File: src/rtl/boid_frame_writer_pkg.sv
// Shared boid/video parameters and the frame-writer FSM encoding, also used by the VGA
// controller and the display RAM.
package boid_frame_writer_pkg;

  localparam int unsigned VIDEO_WIDTH         = 640;
  localparam int unsigned VIDEO_HEIGHT        = 480;
  localparam int unsigned PIXEL_COUNT         = VIDEO_WIDTH * VIDEO_HEIGHT;
  localparam int unsigned PIXEL_ADDRESS_WIDTH = 19;
  localparam int unsigned MAX_BOIDS           = 4;
  localparam int unsigned BITS_FOR_BOIDS      = $clog2(MAX_BOIDS);

  typedef enum logic [2:0] {
    StIdle,
    StClear,
    StScan,
    StDrain,
    StDone
  } fw_state_e;

endpackage

File: src/rtl/boid_frame_writer_pixel_addr_calc.sv
// Combinational pixel address (x + 640*y) and on-screen flag; shared with the VGA read side.
module boid_frame_writer_pixel_addr_calc #(
  parameter int unsigned Width     = boid_frame_writer_pkg::VIDEO_WIDTH,
  parameter int unsigned Height    = boid_frame_writer_pkg::VIDEO_HEIGHT,
  parameter int unsigned AddrWidth = boid_frame_writer_pkg::PIXEL_ADDRESS_WIDTH
) (
  input  logic [9:0]           x_i,
  input  logic [8:0]           y_i,
  output logic [AddrWidth-1:0] addr_o,
  output logic                 in_range_o
);

  always_comb begin
    // 640*y as (y<<9)+(y<<7); the widest result (1023 + 511*640) still fits in 19 bits.
    addr_o     = AddrWidth'(x_i) + (AddrWidth'(y_i) << 9) + (AddrWidth'(y_i) << 7);
    in_range_o = (32'(x_i) < Width) && (32'(y_i) < Height);
  end

endmodule

File: src/rtl/boid_frame_writer.sv
// Per-frame sequencer: clears the display RAM on end-of-frame, then writes one pixel per
// on-screen boid at one boid per cycle.
module boid_frame_writer #(
  parameter int unsigned MAX_BOIDS           = boid_frame_writer_pkg::MAX_BOIDS,
  parameter int unsigned BITS_FOR_BOIDS      = $clog2(MAX_BOIDS),
  parameter int unsigned VIDEO_WIDTH         = boid_frame_writer_pkg::VIDEO_WIDTH,
  parameter int unsigned VIDEO_HEIGHT        = boid_frame_writer_pkg::VIDEO_HEIGHT,
  parameter int unsigned PIXEL_ADDRESS_WIDTH = boid_frame_writer_pkg::PIXEL_ADDRESS_WIDTH
) (
  input  logic                           clock,
  input  logic                           reset,
  input  logic                           screen_end,
  output logic [BITS_FOR_BOIDS-1:0]      boid_index,
  input  logic [9:0]                     x_loc,
  input  logic [8:0]                     y_loc,
  output logic                           ram_clear,
  output logic                           ram_we,
  output logic [PIXEL_ADDRESS_WIDTH-1:0] ram_waddr,
  output logic                           busy,
  output logic                           frame_done,
  output logic [7:0]                     skipped_count,
  output logic                           overrun
);
  import boid_frame_writer_pkg::*;

  localparam logic [BITS_FOR_BOIDS-1:0] LastIndex = BITS_FOR_BOIDS'(MAX_BOIDS - 1);

  fw_state_e                      state_q, state_d;
  logic [BITS_FOR_BOIDS-1:0]      index_q, index_d;
  logic                           we_q, we_d;
  logic [PIXEL_ADDRESS_WIDTH-1:0] waddr_q, waddr_d;
  logic [7:0]                     skipped_q, skipped_d;
  logic                           overrun_q, overrun_d;

  logic [PIXEL_ADDRESS_WIDTH-1:0] calc_addr;
  logic                           calc_in_range;

  boid_frame_writer_pixel_addr_calc #(
    .Width    (VIDEO_WIDTH),
    .Height   (VIDEO_HEIGHT),
    .AddrWidth(PIXEL_ADDRESS_WIDTH)
  ) u_addr_calc (
    .x_i       (x_loc),
    .y_i       (y_loc),
    .addr_o    (calc_addr),
    .in_range_o(calc_in_range)
  );

  always_ff @(posedge clock or negedge reset) begin
    if (!reset) begin
      state_q   <= StIdle;
      index_q   <= '0;
      we_q      <= 1'b0;
      waddr_q   <= '0;
      skipped_q <= '0;
      overrun_q <= 1'b0;
    end else begin
      state_q   <= state_d;
      index_q   <= index_d;
      we_q      <= we_d;
      waddr_q   <= waddr_d;
      skipped_q <= skipped_d;
      overrun_q <= overrun_d;
    end
  end

  always_comb begin
    state_d = state_q;
    unique case (state_q)
      StIdle:  if (screen_end) state_d = StClear;
      StClear: state_d = StScan;
      StScan:  if (index_q == LastIndex) state_d = StDrain;
      StDrain: state_d = StDone;
      StDone:  state_d = StIdle;
      default: state_d = StIdle;
    endcase
  end

  always_comb begin
    index_d   = index_q;
    we_d      = 1'b0;
    waddr_d   = waddr_q;
    skipped_d = skipped_q;
    overrun_d = overrun_q | (screen_end && (state_q != StIdle));
    // Zero on entry so the count already reads 0 during the clear cycle.
    if (state_q == StIdle && screen_end) skipped_d = '0;
    if (state_q == StClear) index_d = '0;
    if (state_q == StScan) begin
      if (index_q != LastIndex) index_d = index_q + BITS_FOR_BOIDS'(1);
      if (calc_in_range) begin
        we_d    = 1'b1;
        waddr_d = calc_addr;
      end else if (skipped_q != 8'hff) begin
        skipped_d = skipped_q + 8'd1;
      end
    end
  end

  always_comb begin
    ram_clear     = (state_q == StClear);
    busy          = (state_q == StClear) || (state_q == StScan) || (state_q == StDrain);
    frame_done    = (state_q == StDone);
    boid_index    = index_q;
    ram_we        = we_q;
    ram_waddr     = waddr_q;
    skipped_count = skipped_q;
    overrun       = overrun_q;
  end

endmodule

File: config.mk
export PLATFORM = sky130hd
export DESIGN_NAME = boid_frame_writer
export DESIGN_NICKNAME = d
export VERILOG_FILES = /design/src/rtl/boid_frame_writer_pkg.sv /design/src/rtl/boid_frame_writer_pixel_addr_calc.sv /design/src/rtl/boid_frame_writer.sv
export SDC_FILE = /design/constraint.sdc
export NUM_CORES = 1
export LEC_CHECK = 0
export BUFFER_PORTS_ARGS = -buffer_cell sky130_fd_sc_hd__buf_4
export CELL_PAD_IN_SITES_DETAIL_PLACEMENT = 1
export CELL_PAD_IN_SITES_GLOBAL_PLACEMENT = 2
export CORE_ASPECT_RATIO = 2
export CORE_UTILIZATION = 36
export CTS_CLUSTER_DIAMETER = 80
export CTS_CLUSTER_SIZE = 28
export DETAILED_ROUTE_END_ITERATION = 7
export GPL_TIMING_DRIVEN = 0
export PLACE_DENSITY = 0.95
export SLEW_MARGIN = 15
export SYNTH_ARGS = -nofsm -noshare
export SYNTH_HDL_FRONTEND = slang
export SYNTH_HIERARCHICAL = 1
export SYNTH_SLANG_ARGS = --single-unit
File: constraint.sdc
create_clock -name clock -period 2.73 [get_ports clock]
set_input_delay 0.1365 -clock clock [delete_from_list [all_inputs] [get_ports clock]]
set_output_delay 0.1365 -clock clock [all_outputs]
set_load 0.01 [all_outputs]
# --- After elaboration in Yosys (flattened, before gate mapping) ---
# Index checks and enable logic that the tools add are counted.
word_totals:
  regBits: 34
  inputBits: 22
  out_inout_bits: 34
  word_cells: 43
op_classes:
  add_sub_neg: 4
  magnitude_cmp: 2
  eq_ne: 9
  n_mux: 12
  bitwise_logic: 1
  reduce_logical: 9
ops:
  columns: ["cell", "count"]
  rows:
  - ["8-bit two-way mux", 4]
  - ["10-bit by 18-bit adder with 19-bit output", 1]
  - ["19-bit by 16-bit adder with 19-bit output", 1]
  - ["3-bit case mux with 4 select lines", 1]
  - ["10-bit less-than comparator (second input constant)", 1]
  - ["9-bit less-than comparator (second input constant)", 1]
  - ["8-bit by 1-bit adder with 8-bit output (second input constant)", 1]
  - ["8-bit inequality test (second input constant)", 1]
  - ["3-bit by 2-bit equality test with 1-bit output (second input constant)", 2]
  - ["2-bit two-way mux", 3]
  - ["3-bit two-way mux", 2]
  - ["2-bit inequality test (second input constant)", 3]
  - ["2-bit AND reduction", 2]
  - ["3-bit by 1-bit equality test with 1-bit output (second input constant)", 1]
  - ["3-bit equality test (second input constant)", 1]
  - ["1-bit logical AND", 3]
  - ["3-bit zero test", 1]
  - ["3-bit nonzero test", 1]
  - ["2-bit by 1-bit adder with 2-bit output (second input constant)", 1]
  - ["2-bit equality test (second input constant)", 1]
  - ["1-bit logical OR", 2]
  - ["1-bit two-way mux", 2]
  - ["1-bit OR", 1]

# --- Logic depth before layout (Yosys ltp) ---
logic_depth:
  ltp_word: 6
  mapped_depth: 10
  ltp_nobuf: 10

# --- By module ---
# Netlist, hierarchy kept.
modules_own_cells:
  columns: ["mod", "instances", "cells_each", "area_per_inst_um2", "seq_area_each_um2"]
  rows:
  - ["boid_frame_writer", 1, 121, 1508.9, 850.8]
  - ["boid_frame_writer_pixel_addr_calc", 1, 75, 631.9, 0.0]

# --- Least setup slack after synthesis ---
# No wires, ideal clock.
synth_path:
  path_type: "input to register"
  from: "in x_loc[9]"
  to: "reg waddr_q[15], in the netlist ram_waddr[15]"
  setup_ns: 0.125
  arrival_ns: 2.216
  required_ns: 2.605
  setup_slack_ns: 0.389
  path_stages: 10
  n_path_buf: 0
  cell_sequence: "inv_1 > fa_1 > inv_1 > ha_1 > a21o_1 > a2111oi_4 > o21bai_2 > a21oi_2 > xnor2_1 > mux2_2"
synth_via:
  elab_cells_between_ends: 5
  cone_classes: "add/sub (2); order compare (1); reduce/logical (2)"
synth_rtl:
  columns: ["item", "line_no", "text"]
  rows:
  - ["from (decl)", "boid_frame_writer.sv:14", "input logic [9:0] x_loc,"]
  - ["10-bit by 18-bit adder with 19-bit output", "boid_frame_writer_pixel_addr_calc.sv:15", "addr_o = AddrWidth'(x_i) + (AddrWidth'(y_i) << 9) + (AddrWidth'(y_i) << 7);"]
  - ["19-bit by 16-bit adder with 19-bit output", "boid_frame_writer_pixel_addr_calc.sv:15", null]
  - ["named net calc_addr[15]", "boid_frame_writer.sv:35", "logic [PIXEL_ADDRESS_WIDTH-1:0] calc_addr;"]
  - ["to (signal assigned)", "boid_frame_writer.sv:61", "waddr_q <= waddr_d;"]
  - ["to (decl)", "boid_frame_writer.sv:31", "logic [PIXEL_ADDRESS_WIDTH-1:0] waddr_q, waddr_d;"]
# The timed path passes the listed nets, and every way through them passes these cells.
# A chain may end at the register's enable or synchronous reset.

# --- Worst setup path after layout ---
layout_path:
  from: "in x_loc[9]"
  to: "reg waddr_q[17], in the netlist ram_waddr[17]"
# The elaborated chain is that of the path after synthesis.

==> results.md <==
* Min Tclk post-route at 2305 ps
* Synth Register Bits at 34
* Layout cells sized above 1 at ~39%
* DP Cell Count at 305
* Delay-heaviest family, CP: compound AO/OA/AOI/OAI gates
* Total core area at roughly 5700 um^2
* Largest net degree at the start of global routing at 35
* WP data required at roughly 2900 ps
* Crit share post-route at a little over four fifths
* Static leakage at 1.349 nW
* Synth Warn # at 6
* Gate Count Post-Synth at around 200
* Root Buffer: clkbuf_16
* Crit start category: input port
* Placed wire-length estimate at between 3000 and 4000 um
* Max Clock Freq at about 0.43 GHz
* Max cap viols at 0
* Slew @ Worst Pin at 429.1 ps
* Worst path bufs/invs at 3
* Sequential fraction of the synthesis area at approximately 40%
* Crit Path Max Fanout at 3
* GR Util met1 at between 15 and 20%
* Number of enable flip-flop cells after synthesis at 0
* IO buf count at 48
* WL/cell at approximately 16 um
* Die footprint at 6278 um^2
* RSZ-0062 raised after global routing: no
* Syn nets at between 200 and 250
* Setup Viol. Count Final at 0
* Final Power at between 2 and 3 mW
* CTS resizes at 0
* Drt total wl at around 4900 um
* Cell Chain, Critical Path: buf_4 > inv_1 > fa_1 > inv_1 > ha_1 > a21o_1 > a2111oi_4 > o21ai_2 > a21oi_2 > xnor2_1 > mux2_2
* Latest clock arrival within the worst-skew pair at 280 ps
* Setup Crit Path Kind: in -> reg
* Drt initial violations at 39
* Htree depth at 2
* # rows at 39
* Grt ovf at 0
* RD Place Congestion at 0.7032
* DRT antenna net count at 0
* IO Pins at between 50 and 60
* First-pass GRT wire length at between 8000 and 9000 um
* Starting density of the core at between 30% and 40%
* Vias per std cell at between 5 and 6
* Clk slew on worst S/H paths at approximately 50 ps
* Worst setup EP type: flip-flop
* DIE HEIGHT at 111.1 um
* Critical-path top delay cell: fa_1
* Met3 Resource Use GR at around 2.8%
* Max_slew headroom at between 70% and 80%
* Inserted Diodes at 0
* Number of remaining DRC errors at 0
* Synthesized area at about 2100 um^2
* Hold Crit Class: in -> reg
* Crit path DAT at ~2500 ps
* Initial antenna violation count at 0
* Synth async-reset ratio at 100.0%
* Clock Skews at between 7 and 8 ps
* Setup TNS at 0 ps
* Vias at between 1500 and 2000
* Top_reg_cell synth: dfrtp_1
* Final Hold Vio Count at 0
* Number of library cell types mapped by synthesis at 42
* Pwr per Cell Area at between 900 and 1000 nW/um^2
* Clock sinks at 34
* Met2 usage at between 30% and 40%
* Slowest stage delay, CP at 590 ps
* CTS tree: built
* Vias in the first global route at 1833
* GRT Util Overall at around 17%
* TritonCTS Buffers at 5
* Clk buf depth at 2
* Die X at between 50 and 60 um
* Outcome: completed
* Slew Viols, Final at 0
* Max VDD drop at 662.6 uV
* Detailed Routing Iterations Pass 1 at 3
* Mean Syn Cell Area at 10.92 um^2
* Area delta synth->final at 27.76%
* Final cell utilization of the core at a little under half
* Most Crowded Layer GR: met2
* Nets at 295
* Post-Layout Cell Count at between 300 and 400
* Crit-path most repeated cell: inv_1
## registers in the layout (all words and copies together), names as in the netlist
signal	cells
boid_index	2
overrun	1
ram_waddr	19
ram_we	1
skipped_count	8
state_q	3
## timing repair
action | CTS | global route
endpoints found under the hold margin | 34 | 0
setup buffers | 0 | 0
hold buffers | 1 | 0
setup endpoints to repair | 0 | 0
## routing by layer
metal  up-vias  part of all wire [%]
met4         0                   2.9
met2        32                    58
li1        799                     -
met1       802                    36
met3         9                   3.1
met5         -                     0
## synth_stat cells, drive strengths merged, types with 3 or more instances
library cell | instances | area share, %
buf | 12 | 3.6
nand2 | 9 | 1.6
a22o | 3 | 1.2
a21oi | 6 | 1.8
mux2i | 4 | 1.9
a21o | 3 | 1.1
inv | 14 | 2.5
mux2 | 21 | 11
nor2 | 9 | 1.6
o21bai | 3 | 1.2
xnor2 | 8 | 3.3
and3 | 4 | 1.5
o21ai | 10 | 2.7
nor3 | 6 | 1.4
nand3 | 9 | 2.1
dfrtp | 34 | 40
ha | 19 | 11
## cells by family after synthesis
family	after synthesis	synth area share, %
AND/OR/NAND/NOR	49	12.92
adder cells (fa/ha/maj)	21	12.98
multiplexers	25	13.09
XOR/XNOR	10	4.091
AO/OA/AOI/OAI	31	11.11
flip-flops	34	39.74
buffers and inverters	26	6.078
## final timing paths
| path | slack [ps] | endpoint | cells after the start | startpoint |
|---|---|---|---|---|
| worst min register to register | 480 | overrun | 1 | overrun |
| worst max register to register | 850 | skipped_count[3] | 5 | skipped_count[0] |
| worst max-delay path | 430 | ram_waddr[17] | 11 | x_loc[9] |
| worst min-delay path | 90 | ram_waddr[0] | 2 | x_loc[0] |
| min in group asynchronous | 340 | ram_waddr[2] | 2 | reset |
| max in group asynchronous | 2070 | overrun | 2 | reset |
## cell usage in the layout (no fill, tap or decap), drive strengths merged, types with 2 or more instances in the layout
cell type	netlist	routed
a2111oi	2	2
mux2i	4	4
xnor2	8	8
a21o	3	3
buf	12	60
o21bai	3	3
nand3	9	9
nor2b	2	2
a22o	3	3
and3	4	4
a21oi	6	6
and2	2	2
clkbuf	0	7
nand4	2	2
o21ai	10	10
nor3	6	6
ha	19	19
inv	14	14
nor2	9	9
dfrtp	34	34
mux2	21	21
xor2	2	2
nand2	9	9
fa	2	2
## cell type report
type	instances	area, um^2
plain buffers	12	77.57
clock buffers	7	142.6
clock inverters	1	5.005
fillers	643	2974
inverters	14	52.55
multi-input cells	136	1160
flip-flops and latches	34	850.8
well taps	61	76.32
repair buffers	49	370.4
## where the power goes
group          internal (mW)  switching [mW]  total [mW]
registers              0.707           0.136       0.843
clock network          0.361           0.200       0.561
logic                  0.646           0.553        1.20
total                   1.71           0.888        2.60
## metrics by stage
step	hold WS, ps	setup slack [ps]	area [um^2]
6_report	88.99	425.1	2735
5_1_grt	93.05	268.7	2735
4_1_cts	83.33	410.8	2735
3_5_place_dp	116.9	122.1	2577
3_3_place_gp	113.8	172.0	2577
2_1_floorplan	-159.1	389.2	2141
## worst reg2reg max path: stages (launching register included)
cell and delay, ps:
dfrtp_1 430, ha_1 240, nand4_1 200, o21ai_2 400, mux2_4 340, a21o_1 170
(Power assumes the default switching activity.)
